### config.mk
export PLATFORM = sky130hd
export DESIGN_NAME = bp_update_queue
export DESIGN_NICKNAME = d
export VERILOG_FILES = /design/src/rtl/bp_update_queue_pkg.sv /design/src/rtl/bp_update_queue.sv
export SDC_FILE = /design/constraint.sdc
export NUM_CORES = 1
export LEC_CHECK = 0
export ABC_CLOCK_PERIOD_IN_PS = 5100
export CORE_ASPECT_RATIO = 1.75
export CORE_MARGIN = 3
export CORE_UTILIZATION = 52
export DETAILED_ROUTE_END_ITERATION = 10
export MAX_ROUTING_LAYER = met4
export PLACE_DENSITY = 0.84
export SLEW_MARGIN = 20
export SYNTH_ARGS = -nofsm -noshare
export SYNTH_HDL_FRONTEND = slang
export SYNTH_SLANG_ARGS = --single-unit
### constraint.sdc
create_clock -name clk_i -period 5.1 [get_ports clk_i]
set_clock_uncertainty 0.15 [all_clocks]
set_input_delay 0.765 -clock clk_i [delete_from_list [all_inputs] [get_ports clk_i]]
set_output_delay 0.765 -clock clk_i [all_outputs]
set_load 0.1 [all_outputs]
### src/rtl/bp_update_queue_pkg.sv
// Shared types for the branch-predictor update queue: core config, predictor
// metadata captured at prediction time, and the update word sent to the BHT.
package bp_update_queue_pkg;

    localparam int unsigned BP_VLEN               = 32;
    localparam int unsigned BP_GINDEX_W           = 10;
    localparam int unsigned BP_LINDEX_W           = 8;
    localparam int unsigned BP_UPDATE_QUEUE_DEPTH = 8;

    typedef struct packed {
        int unsigned VLEN;
    } bp_cfg_t;

    localparam bp_cfg_t BP_CFG_DEFAULT = '{VLEN: BP_VLEN};

    typedef struct packed {
        logic [BP_GINDEX_W-1:0] gindex;
        logic                   gbp_valid;
        logic                   gbp_taken;
        logic [BP_LINDEX_W-1:0] lindex;
        logic                   lbp_valid;
        logic                   lbp_taken;
    } bp_metadata_t;

    typedef struct packed {
        logic               valid;
        logic [BP_VLEN-1:0] pc;
        logic               taken;
        bp_metadata_t       metadata;
    } bp_bht_update_t;

endpackage

### src/rtl/bp_update_queue.sv
// In-order queue holding prediction metadata from branch issue until resolve,
// then emitting a registered one-cycle predictor update (or a mismatch pulse).
module bp_update_queue
    import bp_update_queue_pkg::*;
#(
    parameter bp_cfg_t     CVA6Cfg       = BP_CFG_DEFAULT,
    parameter type         bp_metadata_t = bp_update_queue_pkg::bp_metadata_t,
    parameter type         bht_update_t  = bp_update_queue_pkg::bp_bht_update_t,
    parameter int unsigned DEPTH         = BP_UPDATE_QUEUE_DEPTH
) (
    input  logic                          clk_i,
    input  logic                          rst_ni,
    input  logic                          flush_i,
    input  logic                          debug_mode_i,
    input  logic                          push_valid_i,
    input  logic [CVA6Cfg.VLEN-1:0]       push_pc_i,
    input  bp_metadata_t                  push_metadata_i,
    output logic                          push_ready_o,
    input  logic                          resolve_valid_i,
    input  logic [CVA6Cfg.VLEN-1:0]       resolve_pc_i,
    input  logic                          resolve_taken_i,
    output bht_update_t                   bht_update_o,
    output logic [$clog2(DEPTH):0]        count_o,
    output logic                          mismatch_o
);

    localparam int unsigned PW = $clog2(DEPTH);
    localparam int unsigned CW = PW + 1;
    localparam int unsigned VLEN = CVA6Cfg.VLEN;

    typedef struct packed {
        logic [VLEN-1:0] pc;
        bp_metadata_t    metadata;
    } entry_t;

    entry_t          mem_q [DEPTH];
    logic [PW-1:0]   wptr_q, wptr_d;
    logic [PW-1:0]   rptr_q, rptr_d;
    logic [CW-1:0]   count_q, count_d;
    bht_update_t     upd_q, upd_d;
    logic            mismatch_q, mismatch_d;

    logic            push_fire;
    logic            pop_fire;
    logic            pc_match;
    entry_t          head;

    assign push_ready_o = (count_q != CW'(DEPTH));
    assign push_fire    = push_valid_i && push_ready_o && !flush_i;
    assign pop_fire     = resolve_valid_i && (count_q != '0);
    assign head         = mem_q[rptr_q];
    assign pc_match     = (resolve_pc_i == head.pc);

    always_comb begin
        wptr_d     = wptr_q;
        rptr_d     = rptr_q;
        count_d    = count_q;
        upd_d      = '0;
        mismatch_d = 1'b0;

        if (push_fire) begin
            wptr_d = wptr_q + 1'b1;
        end
        if (pop_fire) begin
            rptr_d = rptr_q + 1'b1;
            if (pc_match) begin
                upd_d.valid    = !debug_mode_i;
                upd_d.pc       = resolve_pc_i;
                upd_d.taken    = resolve_taken_i;
                upd_d.metadata = head.metadata;
            end else begin
                mismatch_d = 1'b1;
            end
        end
        if (push_fire && !pop_fire) begin
            count_d = count_q + 1'b1;
        end else if (pop_fire && !push_fire) begin
            count_d = count_q - 1'b1;
        end

        // The resolve in a flush cycle still reports; only the queue state is cleared.
        if (flush_i) begin
            wptr_d  = '0;
            rptr_d  = '0;
            count_d = '0;
        end
    end

    always_ff @(posedge clk_i or negedge rst_ni) begin
        if (!rst_ni) begin
            wptr_q     <= '0;
            rptr_q     <= '0;
            count_q    <= '0;
            upd_q      <= '0;
            mismatch_q <= 1'b0;
        end else begin
            wptr_q     <= wptr_d;
            rptr_q     <= rptr_d;
            count_q    <= count_d;
            upd_q      <= upd_d;
            mismatch_q <= mismatch_d;
        end
    end

    // Entry contents are don't-care until written; validity comes from count_q.
    always_ff @(posedge clk_i) begin
        if (push_fire) begin
            mem_q[wptr_q] <= '{pc: push_pc_i, metadata: push_metadata_i};
        end
    end

    assign bht_update_o = upd_q;
    assign mismatch_o   = mismatch_q;
    assign count_o      = count_q;

endmodule

# Word-level counts from Yosys, hierarchy flattened
# Memory sizes are Yosys's and may differ from the RTL's.
# Index checks and enable logic that the tools add are counted.
[word_totals] output_inout_bits=62 ramBits=432 memories=1 reg_bits=67 mem_bits_ro=0 in_bits=93 latch_bits=0 word_cells=46
[op_classes] add_sub_neg=4 mux=13 n_div=0 n_shift=0 multipliers=0 magnitude_cmp=0 n_eq_ne=2 reduce_logical=13 n_bitwise=0
[mem_list] name="mem_q" depth=8 word_bits=54 read_ports=1 rd_clocked_by_memory_dff=0 wr=1 line_no="bp_update_queue.sv:36" source="entry_t mem_q [DEPTH];"
[ops] operator="$mux 56" n=2
[ops] operator="$eq 32x32->1" n=1
[ops] operator="$mux 3" n=4
[ops] operator="$mux 4" n=3
[ops] operator="$add 3x1->3 const B" n=2
[ops] operator="$logic_and 1x1->1" n=5
[ops] operator="$add 4x1->4 const B" n=1
[ops] operator="$logic_not 1->1" n=4
[ops] operator="$mux 1" n=4
[ops] operator="$ne 4x4->1 const B" n=1
[ops] operator="$reduce_bool 2->1" n=2
[ops] operator="$reduce_bool 4->1" n=1
[ops] operator="$sub 4x1->4 const B" n=1
[ops] operator="$reduce_bool 3->1" n=1

# Longest topological paths before layout
# Gate-level depths: netlist of the first run.
[depth] depth_word=8 mapped_depth=13 mapped_depth_nobuf=12

# Least setup slack after synthesis of the first run
# Ideal clock, no wire load.
[synth_timing] kind="register to register" from="register count_q[1], in the netlist count_o[1]" to="memory mem_q[0][0] (netlist bit) (enable)" slack_ps=-1868 path_stages_with_launch=6 t_arrival_ps=6286 path_cell_list="dfrtp_1 > nor3_1 > nand2_1 > nand2_1 > or3_1 > nor3_1"
[synth_between] elab_chain_len=5
[synth_rtl] element="start, declared" line_no="bp_update_queue.sv:39" source="logic [CW-1:0] count_q, count_d;"
[synth_rtl] element="start signal, assigned" line_no="bp_update_queue.sv:99" source="count_q <= count_d;"
[synth_rtl] element="$ne 4x4->1" line_no="bp_update_queue.sv:48" source="assign push_ready_o = (count_q != CW'(DEPTH));"
[synth_rtl] element="named net push_ready_o" line_no="bp_update_queue.sv:18" source="output logic push_ready_o,"
[synth_rtl] element="$logic_and 1x1->1 (2 in series)" line_no="bp_update_queue.sv:49" source="assign push_fire = push_valid_i && push_ready_o && !flush_i;"
[synth_rtl] element="$mux 1" line_no="bp_update_queue.sv:107" source="if (push_fire) begin"
[synth_rtl] element="$mux 1 (not written as such)" line_no="bp_update_queue.sv:108" source="mem_q[wptr_q] <= '{pc: push_pc_i, metadata: push_metadata_i};"
[synth_rtl] element="end, declared" line_no="bp_update_queue.sv:36"
# The timed path passes the listed nets, and every way through them passes these cells.

==> results list, run 1 <==
* Average size of a mapped cell: 21.0 µm²
- Most common cell after layout, fill and taps aside: sky130_fd_sc_hd__edfxtp_1
* Largest net degree at the start of global routing: 68
- EDFF count, synth: 432
* Global route overflow: 0
- PD cells: 416 nW/µm²
- Tightest slew margin relative to the limit: 33.0%
- Summed over all layers, the routed wires come to 39.2 mm.
- The most numerous cell type found on the critical path is sky130_fd_sc_hd__buf_4.
- Data arrival time of the critical path: 4.38 ns
- The HPWL after detailed placement is 23.9 mm.
* Total power: 0.00936 W
- Top library cells by usage in the layout, fill and taps aside: sky130_fd_sc_hd__edfxtp_1 (432), sky130_fd_sc_hd__clkdlybuf4s50_1 (153), sky130_fd_sc_hd__mux4_2 (79)
* Total number of nets in the final design: 1,182
- Fraction of synthesized cell area taken by the top area cell type: 67.8%
- For this run, the number of Yosys warnings is 0.
- The tool flagged a number of max-cap violations equal to 0.
- Synthesis instantiated 44 different standard cells from the library.
- Yosys top cell by area: sky130_fd_sc_hd__edfxtp_1
* # H-tree levels: 2
* Via count of the first global-routing pass: 9,901
- Share of flip-flops with an asynchronous set or reset after synthesis: 13.4%
- Post-cts hold buffer count: 0
- The clock passes through at most 3 buffers.
- The synthesized netlist occupies a cell area of 19,100 µm².
- Clock net sink count: 499
* Number of antenna violations at the first check in global routing: 2
- Routability-driven placement finished with a final weighted congestion of 0.744.
- The detailed router finished its first iteration with 683 violations.
- Worst vdd rail ir drop: 0.217 mV
* Seq. cell area: 14,700 µm²
- Data required time of the critical path: 5.41 ns
- Number of vias after detailed routing: 9,154
- Fill cells in the final layout number 2,456.
* Cells after synthesis: 910
- After clock tree synthesis, the clock-pin slew on the worst setup and hold paths is 0.06 ns.
* Core Region: 36,100 µm²
- In this run, synthesis produced a sequential element count of 499.
- Final hold violations: 0
* Crit path capture type: flip-flop
- The critical path is of the reg2reg type.
- Along the worst path, the maximum fanout reaches 57.
- Post-placement setup slack: 1.04 ns
- The count of buffers added on input and output ports is 154.
- The die covers 39,200 µm².
* Avg Vias per Cell: 5.78
- Together, buffers and inverters on the worst path number 2.
* Combined area of the multi-input logic cells: 4270 µm²
- Sequential elements use 76.6% of the synthesized area.
- At the pin with the least slew margin, the transition time is 1.00 ns.
- Most instantiated flip-flop cell in the synthesis netlist: sky130_fd_sc_hd__edfxtp_1
* I/O pin count: 155
* Maximum frequency from static timing analysis: 246 MHz
- Leakage: 7.56 nW
- TritonCTS built the clock tree.
- The worst setup path is launched from a flip-flop.
* Max incr delay on CP: 1.04 ns
- Syn nets: 1,008
* Post-CTS sizing: 0
* Path type of the worst min-delay path: in2async
* Result of the run: completed
* Ranking of synthesized cells by area: sky130_fd_sc_hd__edfxtp_1 (68%), sky130_fd_sc_hd__mux4_2 (9.3%), sky130_fd_sc_hd__dfrtp_1 (8.8%)
- TritonCTS created 41 clock buffers.
- The number of pins exceeding their max-slew limit in the final report came to 0.
* Finish-stage setup viols: 0
- Summed over all failing endpoints, the final setup total negative slack is 0 ns.
* Residual antenna-violating net count after detailed routing: 0
- Site row count: 92
- Setup repair after global routing left no endpoint under its margin.
- Fraction of layout cells with a size suffix above 1: 17.4%
- Remaining routing DRC violations: 0
- Slowest library cell on the worst path: sky130_fd_sc_hd__dfrtp_4
- For the worst-skew pair, the clock arrives at the later sink with an insertion delay of 0.54 ns.
- Wire length of the first global-routing pass: 59.5 mm
- The die is 260 µm tall.
- The first detailed-routing pass took 4 iterations.
- Post-DR wirelength/cell: 24.7 µm
* Root buf cell: sky130_fd_sc_hd__clkbuf_16
- Compared with the post-synthesis result, the final layout area differs by 17.8%.
- For this configuration, the core starts out at a cell density of 52.9%.
- Buffers inserted during post-CTS setup optimization: 0
- Dividing the final minimum period by the clock period gives 79.7%.
- Kind of cell adding the most delay to the critical path: flip-flops
- Minimum setup slack in the final design: 1.03 ns
- The die is 151 µm wide.
- For this run, the total global-route usage over all layers was measured as 21.1%.
* Minimum period implied by the final worst setup slack: 4.07 ns
- The critical path goes through buf_4 > mux4_1 > mux2i_1 > xnor2_1 > a2111oi_2 > nand4_1 > nor4_4 > buf_4 > and3_1.
## cells in the mapped netlist (all sizes together) (5+ instances only)
cell / instances
dfrtp: 67
clkbuf: 19
buf: 28
nor2: 20
edfxtp: 432
a21oi: 8
a22oi: 14
xnor2: 18
xor2: 14
nand2: 11
mux2: 22
nand3: 5
mux4: 91
mux2i: 58
and3: 60
## area by class of cell
class / instances / share of cell area, %
Clock buffer: 56 / 5.03
Antenna cell: 2 / 0.0222
Timing Repair Buffer: 178 / 7.79
Inverter: 3 / 0.0500
Clock inverter: 15 / 0.516
Multi-Input combinational cell: 361 / 18.9
Tap cell: 470 / 2.61
Sequential cell: 499 / 65.0
## path summary, 6_finish.rpt
| kind | from | to | slack, ns | cells after the start |
|---|---|---|---|---|
| worst max register to register | rptr_q[1] | bht_update_o[5] | 1.03 | 9 |
| min in group clk_i | count_o[3] | count_o[3] | 0.46 | 2 |
| worst min register to register | count_o[3] | count_o[3] | 0.46 | 2 |
| worst min-delay path | rst_ni | bht_update_o[43] | 0.22 | 1 |
| worst max-delay path | rptr_q[1] | bht_update_o[5] | 1.03 | 9 |
| max in group asynchronous | rst_ni | rptr_q[1] | 3.90 | 1 |
## registers in the layout, summed over array words and instances, names as in the netlist
signal / count
mem_q: 432
bht_update_o: 56
count_o: 4
rptr_q: 3
wptr_q: 3
mismatch_o: 1
## report_power, final
group,switching [W],internal [W]
registers,0.000182,0.00457
clock network,0.00132,0.00165
logic,0.000837,0.000802
## logic make-up after synthesis
logic type	after synthesis	share of synthesized area, %
AND/OR/NAND/NOR	115	3.37
adder cells (fa/ha/maj)	5	0.366
flip-flops	499	76.6
XOR/XNOR	32	1.47
multiplexers	171	15.3
buffers and inverters	50	1.53
AO/OA/AOI/OAI	38	1.41
## metal layers
metal / share of wire, % / wire length [µm] / global-route usage [%] / vias up
met4: 2.8 / 1100 / 6.78 / 0
met1: 37 / 14300 / 24.7 / 4765
met5: 0 / 0 / - / -
li1: - / - / - / 4032
met3: 5.1 / 2000 / 3.03 / 65
met2: 56 / 21700 / 37.4 / 292
## through the flow
stage	util, %	std cells	cell area, µm²	hold slack [ns]
6_report	62.4	1584	22500	0.224
5_1_grt	62.4	1584	22500	0.296
4_1_cts	62.3	1582	22500	0.245
3_5_place_dp	58.9	1511	21300	0.434
3_3_place_gp	58.9	1511	21300	0.423
2_1_floorplan	-	910	19200	0.319
## worst register-to-register path, cell delays in order, from the launching register on
cell and delay [ns]:
sky130_fd_sc_hd__dfrtp_4 1.04, sky130_fd_sc_hd__buf_4 0.47, sky130_fd_sc_hd__mux4_1 0.58, sky130_fd_sc_hd__mux2i_1 0.21, sky130_fd_sc_hd__xnor2_1 0.12, sky130_fd_sc_hd__a2111oi_2 0.26
sky130_fd_sc_hd__nand4_1 0.21, sky130_fd_sc_hd__nor4_4 0.34, sky130_fd_sc_hd__buf_4 0.37, sky130_fd_sc_hd__and3_1 0.24
(Power assumes the default switching activity.)
==> run 2: changes to the inputs <==
--- a/config.mk
+++ b/config.mk
@@ -5,7 +5,7 @@
 export SDC_FILE = /design/constraint.sdc
 export NUM_CORES = 1
 export LEC_CHECK = 0
-export ABC_CLOCK_PERIOD_IN_PS = 5100
+export ABC_CLOCK_PERIOD_IN_PS = 3500
 export CORE_ASPECT_RATIO = 1.75
 export CORE_MARGIN = 3
 export CORE_UTILIZATION = 52
==> constraint.sdc (replaced) <==
create_clock -name clk_i -period 3.5 [get_ports clk_i]
set_clock_uncertainty 0.15 [all_clocks]
set_input_delay 0.525 -clock clk_i [delete_from_list [all_inputs] [get_ports clk_i]]
set_output_delay 0.525 -clock clk_i [all_outputs]
set_load 0.1 [all_outputs]
==> results list, run 2 (same netlist as run 1, synthesis figures left out) <==
* Result of the run: completed
- Most common cell after layout, fill and taps aside: sky130_fd_sc_hd__edfxtp_1
- In the routed layout, each cell is associated on average with a via count of 5.85.
- In this run, the number of DRC markers left after iteration 0 of detailed routing was 815.
- Data on the critical path is required at its endpoint by 3.83 ns.
- Number of max-capacitance violations reported: 0
- For this run, the total global-route usage over all layers was measured as 21.6%.
* Final estimated routing congestion in global placement: 0.769
- CP startpoint kind: flip-flop
- Period utilization: 97.9%
- In this run the cell area measured after placement is 21,600 µm².
- The first global-routing pass estimated 60.6 mm of wire.
- For this run, design rule violations remaining after detail routing come to 0.
- The hold violation total from the final report is 0.
- Origin of the worst min-delay path: debug_mode_i
- The register with the most flip-flops in the final layout is mem_q.
* Worst vdd rail ir drop: 0.368 mV
* Clock net sink count: 499
* Leakage: 7.87 nW
* Largest net degree at the start of global routing: 68
* Core Region: 36,100 µm²
- From synthesis to final layout, the design area changed by 21.0%.
- The final layout contains 1,215 nets.
- Maximum frequency from static timing analysis: 292 MHz
- Slowest library cell on the worst path: sky130_fd_sc_hd__or4_4
- Final hold analysis gives a worst-case slack of 0.373 ns.
- Die footprint: 39,200 µm²
* Global route overflow: 0
- STA classifies the critical path endpoint as a flip-flop.
* Clock Tree Buf Depth: 3
* Fraction of layout cells with a size suffix above 1: 22.5%
- The most critical setup path has its startpoint at rptr_q[1].
- In the final routed layout, each cell accounts on average for 25.3 µm.
* Minimum setup slack in the final design: 0.0743 ns
* Design Area, Final: 23,200 µm²
* Floorplan die height: 260 µm
- In this run the tool buffered the top-level ports with 154 buffer cells.
- Data arrives at the worst endpoint at 3.75 ns.
* Most repeated library cell on the critical path: sky130_fd_sc_hd__buf_12
- Number of pins exceeding their max-slew limit in the final report: 0
* Top library cells by usage in the layout, fill and taps aside: sky130_fd_sc_hd__edfxtp_1 (432), sky130_fd_sc_hd__clkdlybuf4s50_1 (146), sky130_fd_sc_hd__mux4_2 (79)
- TritonCTS clock tree: built
- Peak fanout along the critical path: 35
- The tightest min-delay check is of the in2reg type.
- The HPWL after detailed placement is 24.9 mm.
- The worst setup path is of the reg2reg kind.
- Post-placement setup slack: -0.0183 ns
* Seq. cell area: 14,700 µm²
* RSZ-0062 raised after global routing: false
- Number of vias after detailed routing: 9,526
* Root buf cell: sky130_fd_sc_hd__clkbuf_16
- The number of antenna violations at the first check in global routing is 7.
- Finish-stage setup viols: 0
* Site row count: 92
* Clock network latency to the later pin of the worst-skew pair: 0.56 ns
- # H-tree levels: 2
- Count of filler cells inserted in the layout: 2,301
- 155 I/O pins were placed.
* CP Cell Sequence: buf_12 > buf_12 > mux4_2 > mux2i_1 > xor2_1 > nand2_1 > or4_4 > nor4_4 > buf_4 > buf_12 > nor3b_2
* First-pass iteration count of the detailed router: 5
- For this configuration, the core starts out at a cell density of 52.9%.
* Minimum period implied by the final worst setup slack: 3.43 ns
- Combined area of the multi-input logic cells: 4300 µm²
- Clock-pin slew was measured on the worst setup and hold paths at 0.07 ns.
* Tightest slew margin relative to the limit: 33.5%
- The number of global-route vias before repair is 9,955.
- Residual antenna-violating net count after detailed routing: 0
* Final WL: 41.1 mm
- Flip-flop count of the largest register after layout: 432
* PD cells: 619 nW/µm²
- The floorplan step set the die width to 151 µm.
* Worst-margin pin slew: 0.998 ns
- Max incr delay on CP: 0.57 ns
* Worst flop-to-flop path startpoint: rptr_q[1]
* Number of clock buffers inserted by TritonCTS: 41
-- run 2: cell types whose count changed in the layout (fill, tap and decap cells not counted), moves of 2 or more --
cell	change
sky130_fd_sc_hd__diode_2	+5
sky130_fd_sc_hd__clkbuf_1	-8
sky130_fd_sc_hd__buf_12	+13
sky130_fd_sc_hd__nand2_1	-2
sky130_fd_sc_hd__buf_4	+24
sky130_fd_sc_hd__clkinv_1	-4
sky130_fd_sc_hd__bufinv_16	+3
sky130_fd_sc_hd__dfrtp_4	+3
sky130_fd_sc_hd__clkinvlp_4	+3
sky130_fd_sc_hd__clkdlybuf4s50_1	-7
sky130_fd_sc_hd__clkinv_2	+7
sky130_fd_sc_hd__buf_6	+2
sky130_fd_sc_hd__dfrtp_1	-4
-- run 2: power by group --
part | internal [W] | switching (W) | leakage [nW]
clock | 0.00271 | 0.00205 | 0.698
sequential | 0.00667 | 0.000115 | 4.82
combinational | 0.00133 | 0.00146 | 2.35
-- run 2: metrics by stage --
step	TNS (ns)	utilization [%]	instances	power, W
floorplan	0	-	910	0.00881
global placement	0	59.7	1531	0.00952
detailed placement	-0.0300	59.7	1531	0.00960
CTS	0	63.8	1613	0.0144
global route	0	64.1	1627	0.0148
finish	0	64.1	1627	0.0143
-- run 2: final timing paths --
check                                   end  slack [ns]  depth (start not counted)
min in group asynchronous   bht_update_o[8]        0.51                          2
min                        bht_update_o[55]        0.37                          2
max in group asynchronous        count_o[1]        1.89                          2
min reg2reg                       wptr_q[0]        0.49                          2
max reg2reg                bht_update_o[55]        0.07                         11
max                        bht_update_o[55]        0.07                         11
-- run 2: worst max-delay path: cells and delay by family, from the launching register on --
kind                   cells  cell delay [ns]
flip-flops                 1             0.49
XOR/XNOR                   1             0.21
buffers and inverters      4             0.69
multiplexers               2             0.62
AND/OR/NAND/NOR            4             1.16
-- run 2: cell type report --
class,count,area share [%]
Antenna cell,7,0.0756
Clock buffer,50,4.93
Clock inverter,26,1.15
Inverter,3,0.0486
Multi-Input combinational cell,361,18.6
Sequential cell,499,63.4
Tap cell,470,2.54
Timing Repair Buffer,211,9.33
-- run 2: what timing repair did --
action,4_1_cts,5_1_grt
pin swaps,0,1
setup endpoints to repair,57,57
setup buffers,5,7
gates resized for setup,0,2
hold buffers,1,0
endpoints found under the hold margin,13,0
-- run 2: metal layers --
layer | share of wire (%) | up-vias | GRT usage (%)
li1 | - | 4118 | -
met1 | 34 | 4937 | 23.8
met2 | 57 | 388 | 38.9
met3 | 5.5 | 83 | 3.26
met4 | 3.5 | 0 | 8.88
met5 | 0 | - | -
==> run 3: changes to the inputs <==
--- a/config.mk
+++ b/config.mk
@@ -6,12 +6,14 @@
 export NUM_CORES = 1
 export LEC_CHECK = 0
 export ABC_CLOCK_PERIOD_IN_PS = 3500
+export CELL_PAD_IN_SITES_DETAIL_PLACEMENT = 0
+export CELL_PAD_IN_SITES_GLOBAL_PLACEMENT = 1
 export CORE_ASPECT_RATIO = 1.75
 export CORE_MARGIN = 3
-export CORE_UTILIZATION = 52
+export CORE_UTILIZATION = 46
 export DETAILED_ROUTE_END_ITERATION = 10
 export MAX_ROUTING_LAYER = met4
-export PLACE_DENSITY = 0.84
+export PLACE_DENSITY = 0.85
 export SLEW_MARGIN = 20
 export SYNTH_ARGS = -nofsm -noshare
 export SYNTH_HDL_FRONTEND = slang
==> results list, run 3 (same netlist as run 1, synthesis figures left out) <==
- Leakage: 7.85 nW
- Root buf cell: sky130_fd_sc_hd__clkbuf_16
* Remaining routing DRC violations: 0
- Max-cap violations in this run came to 0.
* Via count of the first global-routing pass: 9,608
* P&R area growth vs syn: 21.4%
* Peak fanout along the critical path: 18
- Floorplan die height: 276 µm
- More flip-flops sit in one register than any other, and that register is mem_q.
- Global route overflow: 0
- For this design, the slowest cell found on the critical path is sky130_fd_sc_hd__or4_1.
- Worst vdd rail ir drop: 0.359 mV
- The floorplan has 98 rows.
- At the end of routability-driven placement, the weighted congestion stood at 0.751.
* CP Cell Sequence: buf_4 > mux4_1 > mux2i_1 > xor2_1 > nand2_1 > or4_1 > nor4_4 > buf_4 > and3_1
* Path type of the worst min-delay path: in2reg
- The run finished with clean final reports.
- In this run the tightest slew margin relative to its limit is 34.2%.
- For the worst setup path, the data required time is 3.83 ns.
* Most common cell after layout, fill and taps aside: sky130_fd_sc_hd__edfxtp_1
- The number of pins exceeding their max-slew limit in the final report was 0.
- Period utilization: 96.0%
- Across all layers, the routed design uses 9,185 vias.
- Crit path capture type: flip-flop
* Max incr delay on CP: 0.58 ns
- Clock net sink count: 499
- Worst flop-to-flop path startpoint: rptr_q[1]
- The startpoint identified for the worst hold timing path is resolve_taken_i.
- Residual antenna-violating net count after detailed routing: 0
* Total global routing track utilization: 18.7%
- Die footprint: 44,200 µm²
* CP startpoint kind: flip-flop
* DP Wirelength: 24.9 mm
- Cells fill 56.7% of the core in the end.
* Port buffer count: 154
- Critical path buffer and inverter count: 2
- In the final design database the tool counted 1,206 nets.
- Top library cells by usage in the layout, fill and taps aside: sky130_fd_sc_hd__edfxtp_1 (432), sky130_fd_sc_hd__clkdlybuf4s50_1 (143), sky130_fd_sc_hd__mux4_2 (79)
- Minimum period implied by the final worst setup slack: 3.36 ns
- TritonCTS built the clock tree.
- I/O pin count: 155
- Initial Util: 46.7%
- The filler cells instantiated in the layout total 3,022.
- The first detailed-routing pass ran for 5 iterations.
* Largest net degree at the start of global routing: 68
- Worst-margin pin slew: 0.983 ns
* Wire length of the first global-routing pass: 59.9 mm
- Core Region: 41,000 µm²
- Number of antenna violations at the first check in global routing: 5
- PD cells: 625 nW/µm²
* Clock edge transition at the registers on the reported setup and hold paths: 0.07 ns
- Across all hold checks on the routed design, the worst slack comes to 0.397 ns.
- Setup CP Type: reg2reg
* Combined area of the multi-input logic cells: 4300 µm²
- Start point of the critical path: rptr_q[1]
* Final hold violations: 0
- After the flow finishes, the layout carries non-filler instances totaling 1,696.
* Maximum frequency from static timing analysis: 297 MHz
- Data arrival time of the critical path: 3.69 ns
- Finish-stage setup viols: 0
* Kind of cell adding the most delay to the critical path: simple AND/OR/NAND/NOR gates
- For this block, the routed nets add up to 40.2 mm of wire.
- The detailed router finished its first iteration with 643 violations.
- RSZ-0062 raised after global routing: true
- In the final routed layout, each cell accounts on average for 23.7 µm.
- Die Width: 160 µm
- Counting the buffers created by CTS gives 42.
- Summing all flip-flop and latch instances after layout gives 14,700 µm².
- Fraction of layout cells with a size suffix above 1: 22.0%
* Clock network latency to the later pin of the worst-skew pair: 0.55 ns
* Avg Vias per Cell: 5.42
* Flip-flop count of the largest register after layout: 432
- # H-tree levels: 2
* Most repeated library cell on the critical path: sky130_fd_sc_hd__buf_4
* Clock Tree Buf Depth: 3
* Post-Place Cells: 1,608
run 3: area by class of cell:
type	instances	area share, %
multi-input combinational	361	18.5
antenna	4	0.0431
timing repair buffer	201	8.74
tap	550	2.96
sequential	499	63.2
inverter	3	0.0485
clock buffer	54	5.08
clock inverter	24	1.44
run 3: repair_timing:
item	CTS	global route
hold buffers	1	0
gates resized for setup	2	1
pin swaps	0	1
endpoints found under the setup margin	54	50
cloned	0	0
buffers inserted	4	1
hold endpoints to repair	16	0
run 3: report_power, final:
part,internal [W],total [W],switching (W),leakage [nW]
Combinational,0.00129,0.00267,0.00138,2.30
Clock,0.00299,0.00505,0.00206,0.732
Sequential,0.00667,0.00679,0.000120,4.82
Total,0.0109,0.0145,0.00356,7.85
run 3: per-layer routing:
layer  wire, µm  share of wire (%)  global-route usage [%]  vias up
met5          0                  0                       -        -
met3       1890                4.7                    2.97       66
li1           -                  -                       -     4092
met4       1360                3.4                    7.13        0
met1      14700                 37                    21.1     4774
met2      22300                 55                    33.6      253
run 3: worst paths after layout:
path / slack, ns / to / depth (start not counted)
max in group asynchronous: 1.98 / rptr_q[0] / 2
max: 0.14 / bht_update_o[31] / 9
min in group asynchronous: 0.47 / count_o[0] / 2
min: 0.40 / bht_update_o[22] / 2
max reg2reg: 0.14 / bht_update_o[31] / 9
min reg2reg: 0.48 / wptr_q[0] / 2
run 3: through the flow:
stage	TNS (ns)	setup slack (ns)	area (µm²)	power, W
finish	0	0.139	23200	0.0145
floorplan	0	0.0516	19200	0.00881
global route	-0.508	-0.0399	23200	0.0151
CTS	0	0.0327	23200	0.0147
global placement	0	0.0848	21600	0.00956
detailed placement	-0.155	-0.0332	21600	0.00961
